==> src/rtl/demux1_2_2bits_ff_pkg.sv <==
// ============================================================================
// Module  : demux_pkg
// Brief   : Shared constants, lane index type and pointer-width helper for
//           the registered 1:2 demultiplexer.
// Revision: 1.0 - initial release
// ============================================================================
`default_nettype none

package demux_pkg;

  // Default data word width
  localparam int DATA_W_DEF = 2;

  // Lane index
  typedef logic lane_t;
  localparam lane_t LANE0 = 1'b0;
  localparam lane_t LANE1 = 1'b1;

  // Pointer width for a FIFO of the given (power-of-two) depth
  function automatic int ptr_w(input int depth);
    return $clog2(depth);
  endfunction

endpackage

`default_nettype wire

==> src/rtl/demux1_2_2bits_ff_if.sv <==
// ============================================================================
// Module  : demux1_2_2bits_ff_if
// Brief   : Input stream and two output lanes of the 1:2 demultiplexer.
//           Count ports exist only when DEMUX_COUNT_EN is defined.
// Revision: 1.0 - initial release
// ============================================================================
`default_nettype none

interface demux1_2_2bits_ff_if
  import demux_pkg::*;
#(
  parameter int DATA_W = DATA_W_DEF
`ifdef DEMUX_COUNT_EN
  ,
  parameter int CNT_W  = 8
`endif
);

  logic [DATA_W-1:0] data_in;
  logic              valid_in;
  lane_t             selector;
  logic              ready_in;

  logic [DATA_W-1:0] data_out0;
  logic              valid_out0;
  logic              ready_out0;

  logic [DATA_W-1:0] data_out1;
  logic              valid_out1;
  logic              ready_out1;

`ifdef DEMUX_COUNT_EN
  logic [CNT_W-1:0]  count_out0;
  logic [CNT_W-1:0]  count_out1;
`endif

  // Producer/consumer side
  modport master (
    output data_in, valid_in, selector, ready_out0, ready_out1,
    input  ready_in, data_out0, valid_out0, data_out1, valid_out1
`ifdef DEMUX_COUNT_EN
    ,
    input  count_out0, count_out1
`endif
  );

  // Demultiplexer side
  modport slave (
    input  data_in, valid_in, selector, ready_out0, ready_out1,
    output ready_in, data_out0, valid_out0, data_out1, valid_out1
`ifdef DEMUX_COUNT_EN
    ,
    output count_out0, count_out1
`endif
  );

endinterface

`default_nettype wire

==> src/rtl/demux1_2_2bits_ff_lane_fifo.sv <==
// ============================================================================
// Module  : lane_fifo
// Brief   : Small synchronous FIFO for one demux lane. Power-of-two depth,
//           wrapping pointers and an occupancy counter one bit wider.
// Revision: 1.0 - initial release
// ============================================================================
`default_nettype none

module lane_fifo
  import demux_pkg::*;
#(
  parameter int DATA_W = DATA_W_DEF,
  parameter int DEPTH  = 2
) (
  input  logic              clk,
  input  logic              reset,
  input  logic              push,
  input  logic [DATA_W-1:0] push_data,
  input  logic              pop,
  output logic [DATA_W-1:0] head_data,
  output logic              full,
  output logic              empty
);

  localparam int PW = ptr_w(DEPTH);

  logic [DATA_W-1:0] r_mem [DEPTH];
  logic [PW-1:0]     r_wr_ptr;
  logic [PW-1:0]     r_rd_ptr;
  logic [PW:0]       r_occ;
  logic              w_push;
  logic              w_pop;

  assign full      = (r_occ == (PW+1)'(DEPTH));
  assign empty     = (r_occ == '0);
  assign head_data = r_mem[r_rd_ptr];

  // A full lane never takes a word, even when it pops the same cycle
  assign w_push = push & ~full;
  assign w_pop  = pop & ~empty;

  // Pointer and occupancy bookkeeping
  always_ff @(posedge clk) begin
    if (reset) begin
      r_wr_ptr <= '0;
      r_rd_ptr <= '0;
      r_occ    <= '0;
    end else begin
      if (w_push) r_wr_ptr <= r_wr_ptr + PW'(1);
      if (w_pop)  r_rd_ptr <= r_rd_ptr + PW'(1);
      case ({w_push, w_pop})
        2'b10:   r_occ <= r_occ + (PW+1)'(1);
        2'b01:   r_occ <= r_occ - (PW+1)'(1);
        default: r_occ <= r_occ;
      endcase
    end
  end

  // Storage; contents are masked by empty so it needs no reset
  always_ff @(posedge clk) begin
    if (w_push) r_mem[r_wr_ptr] <= push_data;
  end

endmodule

`default_nettype wire

==> src/rtl/demux1_2_2bits_ff.sv <==
// ============================================================================
// Module  : demux1_2_2bits_ff
// Brief   : Registered 1:2 demultiplexer. Steers accepted words by selector
//           into one of two lane FIFOs with independent backpressure.
//           Optional per-lane delivered-word counters: DEMUX_COUNT_EN.
// Revision: 1.0 - initial release
// ============================================================================
`default_nettype none

module demux1_2_2bits_ff
  import demux_pkg::*;
#(
  parameter int DATA_W = DATA_W_DEF,
  parameter int DEPTH  = 2
`ifdef DEMUX_COUNT_EN
  ,
  parameter int CNT_W  = 8
`endif
) (
  input  logic               clk,
  input  logic               reset,
  demux1_2_2bits_ff_if.slave bus
);

  logic [1:0]        w_full;
  logic [1:0]        w_empty;
  logic [1:0]        w_push;
  logic [1:0]        w_pop;
  logic [1:0]        w_ready_out;
  logic [DATA_W-1:0] w_head [2];

  // Ready depends only on selector and registered occupancy, never on
  // the downstream ready signals
  assign bus.ready_in = ~reset & ~w_full[bus.selector];

  assign w_ready_out = {bus.ready_out1, bus.ready_out0};

  assign w_push[0] = bus.valid_in & bus.ready_in & (bus.selector == LANE0);
  assign w_push[1] = bus.valid_in & bus.ready_in & (bus.selector == LANE1);
  assign w_pop     = ~w_empty & w_ready_out;

  for (genvar l = 0; l < 2; l++) begin : g_lane
    lane_fifo #(
      .DATA_W (DATA_W),
      .DEPTH  (DEPTH)
    ) u_fifo (
      .clk       (clk),
      .reset     (reset),
      .push      (w_push[l]),
      .push_data (bus.data_in),
      .pop       (w_pop[l]),
      .head_data (w_head[l]),
      .full      (w_full[l]),
      .empty     (w_empty[l])
    );
  end

  assign bus.valid_out0 = ~w_empty[0];
  assign bus.valid_out1 = ~w_empty[1];
  assign bus.data_out0  = w_empty[0] ? '0 : w_head[0];
  assign bus.data_out1  = w_empty[1] ? '0 : w_head[1];

`ifdef DEMUX_COUNT_EN
  logic [CNT_W-1:0] r_count0;
  logic [CNT_W-1:0] r_count1;

  // Delivered-word counters, wrapping naturally at 2^CNT_W
  always_ff @(posedge clk) begin
    if (reset) begin
      r_count0 <= '0;
      r_count1 <= '0;
    end else begin
      if (w_pop[0]) r_count0 <= r_count0 + CNT_W'(1);
      if (w_pop[1]) r_count1 <= r_count1 + CNT_W'(1);
    end
  end

  assign bus.count_out0 = r_count0;
  assign bus.count_out1 = r_count1;
`endif

endmodule

`default_nettype wire
==> src/flat_wrapper.sv <==
// flat-port wrapper written by rule: the top's interface ports become plain ports
module demux1_2_2bits_ff_flat import demux_pkg::*;
#(
  parameter int DATA_W = DATA_W_DEF,
  parameter int DEPTH  = 2

)
  (clk, reset, bus_data_in, bus_valid_in, bus_selector, bus_ready_out0, bus_ready_out1, bus_ready_in, bus_data_out0, bus_valid_out0, bus_data_out1, bus_valid_out1);
  demux1_2_2bits_ff_if #(.DATA_W(DATA_W)) bus_i ();
  input  logic clk;
  input  logic reset;
  input wire logic [$bits(bus_i.data_in)-1:0] bus_data_in;
  input wire logic [$bits(bus_i.valid_in)-1:0] bus_valid_in;
  input wire logic [$bits(bus_i.selector)-1:0] bus_selector;
  input wire logic [$bits(bus_i.ready_out0)-1:0] bus_ready_out0;
  input wire logic [$bits(bus_i.ready_out1)-1:0] bus_ready_out1;
  output wire logic [$bits(bus_i.ready_in)-1:0] bus_ready_in;
  output wire logic [$bits(bus_i.data_out0)-1:0] bus_data_out0;
  output wire logic [$bits(bus_i.valid_out0)-1:0] bus_valid_out0;
  output wire logic [$bits(bus_i.data_out1)-1:0] bus_data_out1;
  output wire logic [$bits(bus_i.valid_out1)-1:0] bus_valid_out1;
  assign bus_i.data_in = bus_data_in;
  assign bus_i.valid_in = bus_valid_in;
  assign bus_i.selector = bus_selector;
  assign bus_i.ready_out0 = bus_ready_out0;
  assign bus_i.ready_out1 = bus_ready_out1;
  assign bus_ready_in = bus_i.ready_in;
  assign bus_data_out0 = bus_i.data_out0;
  assign bus_valid_out0 = bus_i.valid_out0;
  assign bus_data_out1 = bus_i.data_out1;
  assign bus_valid_out1 = bus_i.valid_out1;
  demux1_2_2bits_ff #(.DATA_W(DATA_W), .DEPTH(DEPTH)) u_core (.clk(clk), .reset(reset), .bus(bus_i));
endmodule
==> config.mk <==
export PLATFORM = sky130hd
export DESIGN_NAME = demux1_2_2bits_ff_flat
export DESIGN_NICKNAME = d
export VERILOG_FILES = /design/src/rtl/demux1_2_2bits_ff_pkg.sv /design/src/rtl/demux1_2_2bits_ff_if.sv /design/src/rtl/demux1_2_2bits_ff_lane_fifo.sv /design/src/rtl/demux1_2_2bits_ff.sv /design/src/flat_wrapper.sv
export SDC_FILE = /design/constraint.sdc
export NUM_CORES = 1
export LEC_CHECK = 0
export ABC_AREA = 1
export CAP_MARGIN = 10
export CORE_ASPECT_RATIO = 0.75
export CORE_MARGIN = 3
export CORE_UTILIZATION = 44
export CTS_CLUSTER_SIZE = 25
export DETAILED_ROUTE_END_ITERATION = 12
export HOLD_SLACK_MARGIN = 0.15
export PLACE_DENSITY = 0.76
export SYNTH_ARGS = -nofsm -noshare
export SYNTH_HDL_FRONTEND = slang
export SYNTH_SLANG_ARGS = --single-unit
==> constraint.sdc <==
create_clock -name clk -period 1.4 [get_ports clk]
set_input_delay 0.28 -clock clk [delete_from_list [all_inputs] [get_ports clk]]
set_output_delay 0.28 -clock clk [all_outputs]
set_load 0.02 [all_outputs]
==> impl_results.md, run 1 <==
- Routed via count: around 730
- First-pass GRT wire length: a little under 3000 um
- Area share of the largest cell type after synthesis: between 30% and 40%
- Avg Vias per Cell: approximately 5
- I/O Buffers: 14
- CP Class: reg -> reg
- Largest family of logic cells by synthesized area: simple AND/OR/NAND/NOR gates
- Fin crit share: 103%
- Area Growth Syn to Fin: 57.1%
- Crit-path most repeated cell: nand3_4
- Slew Limit Headroom: between 80 and 90%
- PwrDens: approximately 1000 mW/mm2
- Slew Viols, Final: 0
- TritonCTS clock tree: built
- Critical path startpoint: u_core.g_lane[0].u_fifo.r_occ[0]$_SDFFE_PP0P_
- CP arrival: 1.63 ns
- Post-route cell area: approximately 0.0012 mm2
- Layout cells sized above 1: 53.6%
- Syn Area/Cell: just under 9 um2
- Hold Worst Slack: between 0.3 and 0.4 ns
- Detailed Route Iter0 Violations: 12
- Sw Pwr: 0.000408 W
- Cells after Synth: 89
- Rows: 12
- Final setup viols: 2
- Unrepaired setup endpoints after global routing: yes
- Clock Sinks: 18
- Cells along the critical path: inv_2, nand3_4, nand3_4, nor2_4, nand2_2, ha_4, nor4_2, nor3_1
- Max Cap Viol: 0
- Simple-Gate Fraction of Synth Area: approximately a fifth
- Most frequent cells after synthesis: a21oi_1, nand2_1, nor2_1
- FF-to-FF path depth: 8
- DPL Wire Length: about 1200 um
- Synth area leaders: edfxtp_1, dfxtp_1, a21oi_1
- TritonCTS buffer count: 3
- VDD IR max: 0.775 mV
- CP max FO: 3
- Post-synth cell types: 18
- Root Driver: clkbuf_4
- R2r endpoint: u_core.g_lane[0].u_fifo.r_occ[1]$_SDFFE_PP0P_
- Post-Synth Adder-Cell Area: 3.14%
- Max Clock Skew: 0.00322 ns
- Post-synthesis sequential area ratio: between 50% and 60%
- P_int: roughly 0.00088 W
- Global Route Usage Sum: between 10% and 20%
- Compound-gate portion of the synthesized area: between 10% and 20%
- Final wirelength: 1820 um
- FF-to-FF setup slack: -0.04 ns
- CP max stage delay: 0.39 ns
- Biggest area consumer among synthesized cells: edfxtp_1
- Grt ovf: 0
- Layout Utilization: 78.5%
- Minimum clock period: around 1.4 ns
- Post-Synthesis Cell Area: 796 um2
- WL/cell: approximately 12 um
- Slowest CP cell: dfxtp_4
- Clk network pwr share: approximately a fifth
- Sw frac: between 30% and 40%
- Antenna Nets Post-Route: 0
- Chip Height: 42.8 um
- CORE AREA: about 0.0016 mm2
- Ant diodes: 0
- Crit path to: u_core.g_lane[0].u_fifo.r_occ[1]$_SDFFE_PP0P_
- Ys flop type: dfxtp_1
- Leakage: 0.529 nW
- Syn nets: 99
- Worst EP required: about 1.6 ns
- Final WS setup: -0.0395 ns
- I/O Pins: 15
- Number of global-route vias before repair: 729
- Chip width: 55.1 um
- Largest net degree at the start of global routing: 11
- Residual DRC: 0
- Final hold vios: 0
- Worst hold-check path type: in -> reg
- R2R Path Start: u_core.g_lane[0].u_fifo.r_occ[0]$_SDFFE_PP0P_
- Clock Path Buffers: 2
- Setup TNS: -0.0515 ns
- Worst slack, placed: -0.590 ns
- Initial antenna violation count: 0
- H-tree Lvls: 1
- Worst-Skew Late Latency: 0.29 ns
- Status: complete, but fails checks
- Ys async rst share: 0%
- Fmax: about 700 MHz
- Multiplexer share of the synthesized area: ~1.3%
- Placer Congestion: ~0.85
- Fillers: roughly 110
- Die area: around 0.0024 mm2
- Kind of end point of the critical path: register
- Combinational share of power: 30.8%
- Clock-pin slew on the worst setup and hold paths: ~0.10 ns
- EDFF count, synth: 8
- Least-Margin Pin Slew: 0.203 ns
- Startpoint types: register
- Synth Area in XOR/XNOR: 0%
- Yosys warnings: 0
- Violated checks: negative setup slack
- Most common cell in the netlist: a21oi_1
- Seq pwr share: 48.5%
- Synth Register Bits: 18
- Initial Util: 50.0%
- Layout net count: about 140
- Placed cell area: between 0.001 and 0.0015 mm2
- Pre-Repair DR Iteration Count: 5
==> cells in the final DEF (no fill, tap or decap), types with 3 or more instances in the layout <==
| master | synthesis | routed |
|---|---|---|
| inv_2 | 7 | 9 |
| nand3_4 | 0 | 3 |
| nor2_1 | 11 | 3 |
| a21oi_1 | 13 | 13 |
| buf_2 | 0 | 4 |
| dfxtp_4 | 0 | 4 |
| buf_6 | 0 | 3 |
| o21ai_2 | 2 | 3 |
| nand2_1 | 11 | 8 |
| nor2_4 | 1 | 3 |
| dfxtp_1 | 10 | 5 |
| nor2_2 | 0 | 6 |
| clkbuf_4 | 0 | 3 |
| buf_4 | 0 | 18 |
| inv_1 | 10 | 6 |
| edfxtp_1 | 8 | 8 |
| clkdlybuf4s50_1 | 0 | 5 |
==> power by group through the flow <==
stage                     sequential (W)  clock [W]  combinational, W
after floorplan                 0.000621          0          0.000162
after global placement          0.000622          0          0.000306
after detailed placement        0.000624          0          0.000319
after CTS                       0.000621   0.000265          0.000346
after global routing            0.000629   0.000293          0.000432
final                           0.000624   0.000266          0.000396
==> kinds of logic after synthesis <==
kind of cell             count (synthesis)
AND/OR/NAND/NOR                         32
adder cells (fa/ha/maj)                  2
multiplexers                             1
buffers and inverters                   17
AO/OA/AOI/OAI                           19
flip-flops                              18
==> what timing repair did <==
item	in CTS	in global routing
gates cloned	0	0
pin swaps	4	2
buffers inserted	2	1
hold buffers	0	0
setup endpoints to repair	13	14
gates resized for setup	53	23
==> through the flow <==
stage	power, W	instances
2_1_floorplan	0.000782	89
3_3_place_gp	0.000928	139
3_5_place_dp	0.000943	139
4_1_cts	0.00123	145
5_1_grt	0.00135	146
6_report	0.00129	146
==> worst min-delay path by stage <==
stage                                                       start                                            end  depth (start not counted)
global route                                                reset  u_core.g_lane[0].u_fifo.r_occ[1]$_SDFFE_PP0P_                          3
floorplan                                                   reset  u_core.g_lane[1].u_fifo.r_occ[1]$_SDFFE_PP0P_                          1
CTS                                                         reset  u_core.g_lane[0].u_fifo.r_occ[1]$_SDFFE_PP0P_                          3
finish                                                      reset  u_core.g_lane[0].u_fifo.r_occ[1]$_SDFFE_PP0P_                          3
detailed placement  u_core.g_lane[1].u_fifo.r_rd_ptr$_SDFFE_PP0P_                                       register                          1
global placement    u_core.g_lane[1].u_fifo.r_rd_ptr$_SDFFE_PP0P_  u_core.g_lane[1].u_fifo.r_rd_ptr$_SDFFE_PP0P_                          1
==> per-layer routing <==
metal  vias up  global-route usage, %  wire, um
li1        367                      -         -
met1       337                   19.2       752
met2        20                   30.4       914
met3         7                   4.56       105
met4         0                   9.71        51
met5         -                      0         0
==> worst max-delay path: cells and delay by family, from the launching register on <==
| kind | cells | cell delay [ns] |
|---|---|---|
| adder cells (fa/ha/maj) | 1 | 0.24 |
| buffers and inverters | 1 | 0.05 |
| flip-flops | 1 | 0.39 |
| AND/OR/NAND/NOR | 6 | 0.67 |
==> layout make-up <==
class                           count  area, um2  area share [%]
Clock buffer                        3       22.5            1.80
Clock inverter                      1       3.75           0.300
Inverter                           17       68.8            5.51
Multi-Input combinational cell     54        415            33.2
Sequential cell                    18        457            36.5
Tap cell                           21       26.3            2.10
Timing Repair Buffer               32        256            20.5
Note: power is estimated with default switching activity, not from simulation.
==> run 2, diff against run 1 <==
ABC_CLOCK_PERIOD_IN_PS = 1400   (was default)
SLEW_MARGIN = 20   (was default)
==> results of run 2 <==
Same layout as run 1: the final DEF is identical, and so are final timing and power.
==> run 3, diff against run 2 <==
CTS_BUF_LIST = sky130_fd_sc_hd__clkbuf_4 sky130_fd_sc_hd__clkbuf_8 sky130_fd_sc_hd__clkbuf_16   (was default)
==> results of run 3 <==
Same layout as run 1: the final DEF is identical, and so are final timing and power.
==> RTL edit (flow settings as in run 2) <==
`DEPTH` is set to 2 in 3 places; all go to 4.
--- a/src/rtl/demux1_2_2bits_ff_lane_fifo.sv
+++ b/src/rtl/demux1_2_2bits_ff_lane_fifo.sv
@@ -12,3 +12,3 @@
   parameter int DATA_W = DATA_W_DEF,
-  parameter int DEPTH  = 2
+  parameter int DEPTH  = 4
 ) (
--- a/src/rtl/demux1_2_2bits_ff.sv
+++ b/src/rtl/demux1_2_2bits_ff.sv
@@ -13,3 +13,3 @@
   parameter int DATA_W = DATA_W_DEF,
-  parameter int DEPTH  = 2
+  parameter int DEPTH  = 4
 `ifdef DEMUX_COUNT_EN
--- a/src/flat_wrapper.sv
+++ b/src/flat_wrapper.sv
@@ -4,3 +4,3 @@
   parameter int DATA_W = DATA_W_DEF,
-  parameter int DEPTH  = 2
+  parameter int DEPTH  = 4
 
Function: changed (Yosys sat finds a counterexample within 4 cycles, from zero or initial values and one cycle with reset high).
==> RTL edit against run 2 <==
  * The run still ends with negative setup slack left
  * Wire length increased by 67%
  * Design area increased by 82%
  * Area after synthesis increased by 100%
  * Power increased to 2.7 times the old value
  * Critical endpoint unchanged
  * Clock skew increased by 0.00061 ns
  * Final cell count increased by 84%
  * Worst setup slack got worse by 0.37 ns
  * Largest power group is now combinational logic
  * Sequential cell count increased by 16
  * Sequential power increased by 99%
==> RTL edit: results (changes against run 2) <==
| Metric | Value |
|---|---|
| Worst slack at placement | `-0.7593 ns (was -0.5901 ns)` |
| Violations in the final reports | `negative setup slack (unchanged)` |
| Rel. slew slack | `81.89% (was 86.36%)` |
| Via count of the first global-routing pass | `1196 (was 729)` |
| Maximum vdd ir drop | `0.001161 V (was 0.0007754 V)` |
| Adder and majority gate portion of the synthesized area | `10.26% (was 3.145%)` |
| Length of routed met2 wiring | `1.424 mm (was 914 um)` |
| Length in cells of the worst reg-to-reg path | `11 (was 8)` |
| EDFF count, synth | `16 (was 8)` |
| CP max-delay cell | `sky130_fd_sc_hd__fa_2 (was sky130_fd_sc_hd__dfxtp_4)` |
| Clock transition at path regs | `0.07 ns (was 0.10 ns)` |
| Global-route wire length before repair | `4.974 mm (was 2.891 mm)` |
| WL met1 | `1.414 mm (was 752 um)` |
| Post-detail-place hpwl | `2.142 mm (was 1.228 mm)` |
| Number of stages on the worst hold path | `2 (was 3)` |
| Layout cell share with drive strength beyond 1 | `42.92% (was 53.60%)` |
| Placer's final routability congestion estimate | `0.8486 (was 0.8477)` |
| Xor and xnor area share after synthesis | `0.5443% (was 0%)` |
| Number of clock buffers inserted by TritonCTS | `5 (was 3)` |
| Minimum setup slack in the final design | `-0.4056 ns (was -0.03948 ns)` |
| Final Setup Violations | `10 (was 2)` |
| Outcome | `finished, violations left (unchanged)` |
| Sequential cell area fraction in the yosys report | `52.26% (was 55.35%)` |
| Start of the worst register-to-register path | `u_core.g_lane[1].u_fifo.r_occ[1] (was u_core.g_lane[0].u_fifo.r_occ[0])` |
| GR Util All Layers | `15.09% (was 17.72%)` |
| Data arrival time of the worst path | `1.98 ns (was 1.63 ns)` |
| First-pass iteration count of the detailed router | `4 (was 5)` |
| Highest cell delay on the worst timing path | `0.51 ns (was 0.39 ns)` |
| Synth Net Count | `195 (was 99)` |
| Hold crit path type | `register to register (was primary input to register)` |
[RTL edit: changes by cell type after synthesis, sizes merged, moves of 6 or more]
cell,before,now
edfxtp,8,16
inv,17,34
ha,2,10
dfxtp,10,18
a21oi,13,19
o21ai,6,20
nor2,12,35
[RTL edit: repair_timing]
action,in CTS,in global routing
pin swaps,9,13
gates resized for setup,67,32
buffers inserted,3,6
endpoints found under the setup margin,27,29
[RTL edit: cell type report]
cell class	count	area (um2)
clock inverter	2	33.78
tap	50	62.56
clock buffer	6	72.57
fill	271	1122
inverter	34	135.1
timing repair buffer	37	330.3
multi-input combinational	106	790.8
sequential	34	853.3
[RTL edit: worst max-delay path by stage]
stage                     cells past startpoint                          endpoint                              from  slack (ns)
after floorplan                              10  u_core.g_lane[1].u_fifo.r_occ[2]  u_core.g_lane[1].u_fifo.r_occ[1]       -0.34
after global placement                       12  u_core.g_lane[0].u_fifo.r_occ[2]                      bus_selector       -0.71
after detailed placement                     12  u_core.g_lane[0].u_fifo.r_occ[2]                      bus_selector       -0.76
after CTS                                    12  u_core.g_lane[0].u_fifo.r_occ[2]  u_core.g_lane[1].u_fifo.r_occ[0]       -0.41
after global routing                         12  u_core.g_lane[0].u_fifo.r_occ[2]  u_core.g_lane[1].u_fifo.r_occ[1]       -0.51
final                                        11  u_core.g_lane[0].u_fifo.r_occ[1]  u_core.g_lane[1].u_fifo.r_occ[1]       -0.41
[RTL edit: cells by family (layout without fill, tap and decap cells)]
group / count (synthesis) / count (layout)
XOR/XNOR: 1 / 1
AND/OR/NAND/NOR: 54 / 54
AO/OA/AOI/OAI: 39 / 39
adder cells (fa/ha/maj): 12 / 12
buffers and inverters: 35 / 79
flip-flops: 34 / 34
[RTL edit: metal layers]
metal,up-vias,global-route usage [%]
li1,652,-
met1,577,19.16
met2,36,23.29
met3,7,4.096
met4,0,8.229
met5,-,0
[RTL edit: where the power goes]
| part | switching [mW] | internal, mW |
|---|---|---|
| Clock | 0.343 | 0.525 |
| Sequential | 0.0946 | 1.15 |
| Combinational | 0.698 | 0.700 |
[RTL edit: stage by stage]
stage	hold slack (ns)	util, %	setup TNS (ns)	std cells	instance area, um2
floorplan	0.3524	-	-1.095	175	1669
global placement	0.4526	58.43	-11.28	254	1987
detailed placement	0.4625	58.43	-12.11	254	1987
CTS	0.4729	63.61	-1.656	265	2163
global route	0.5009	67.00	-2.599	269	2278
finish	0.4661	67.00	-1.897	269	2278
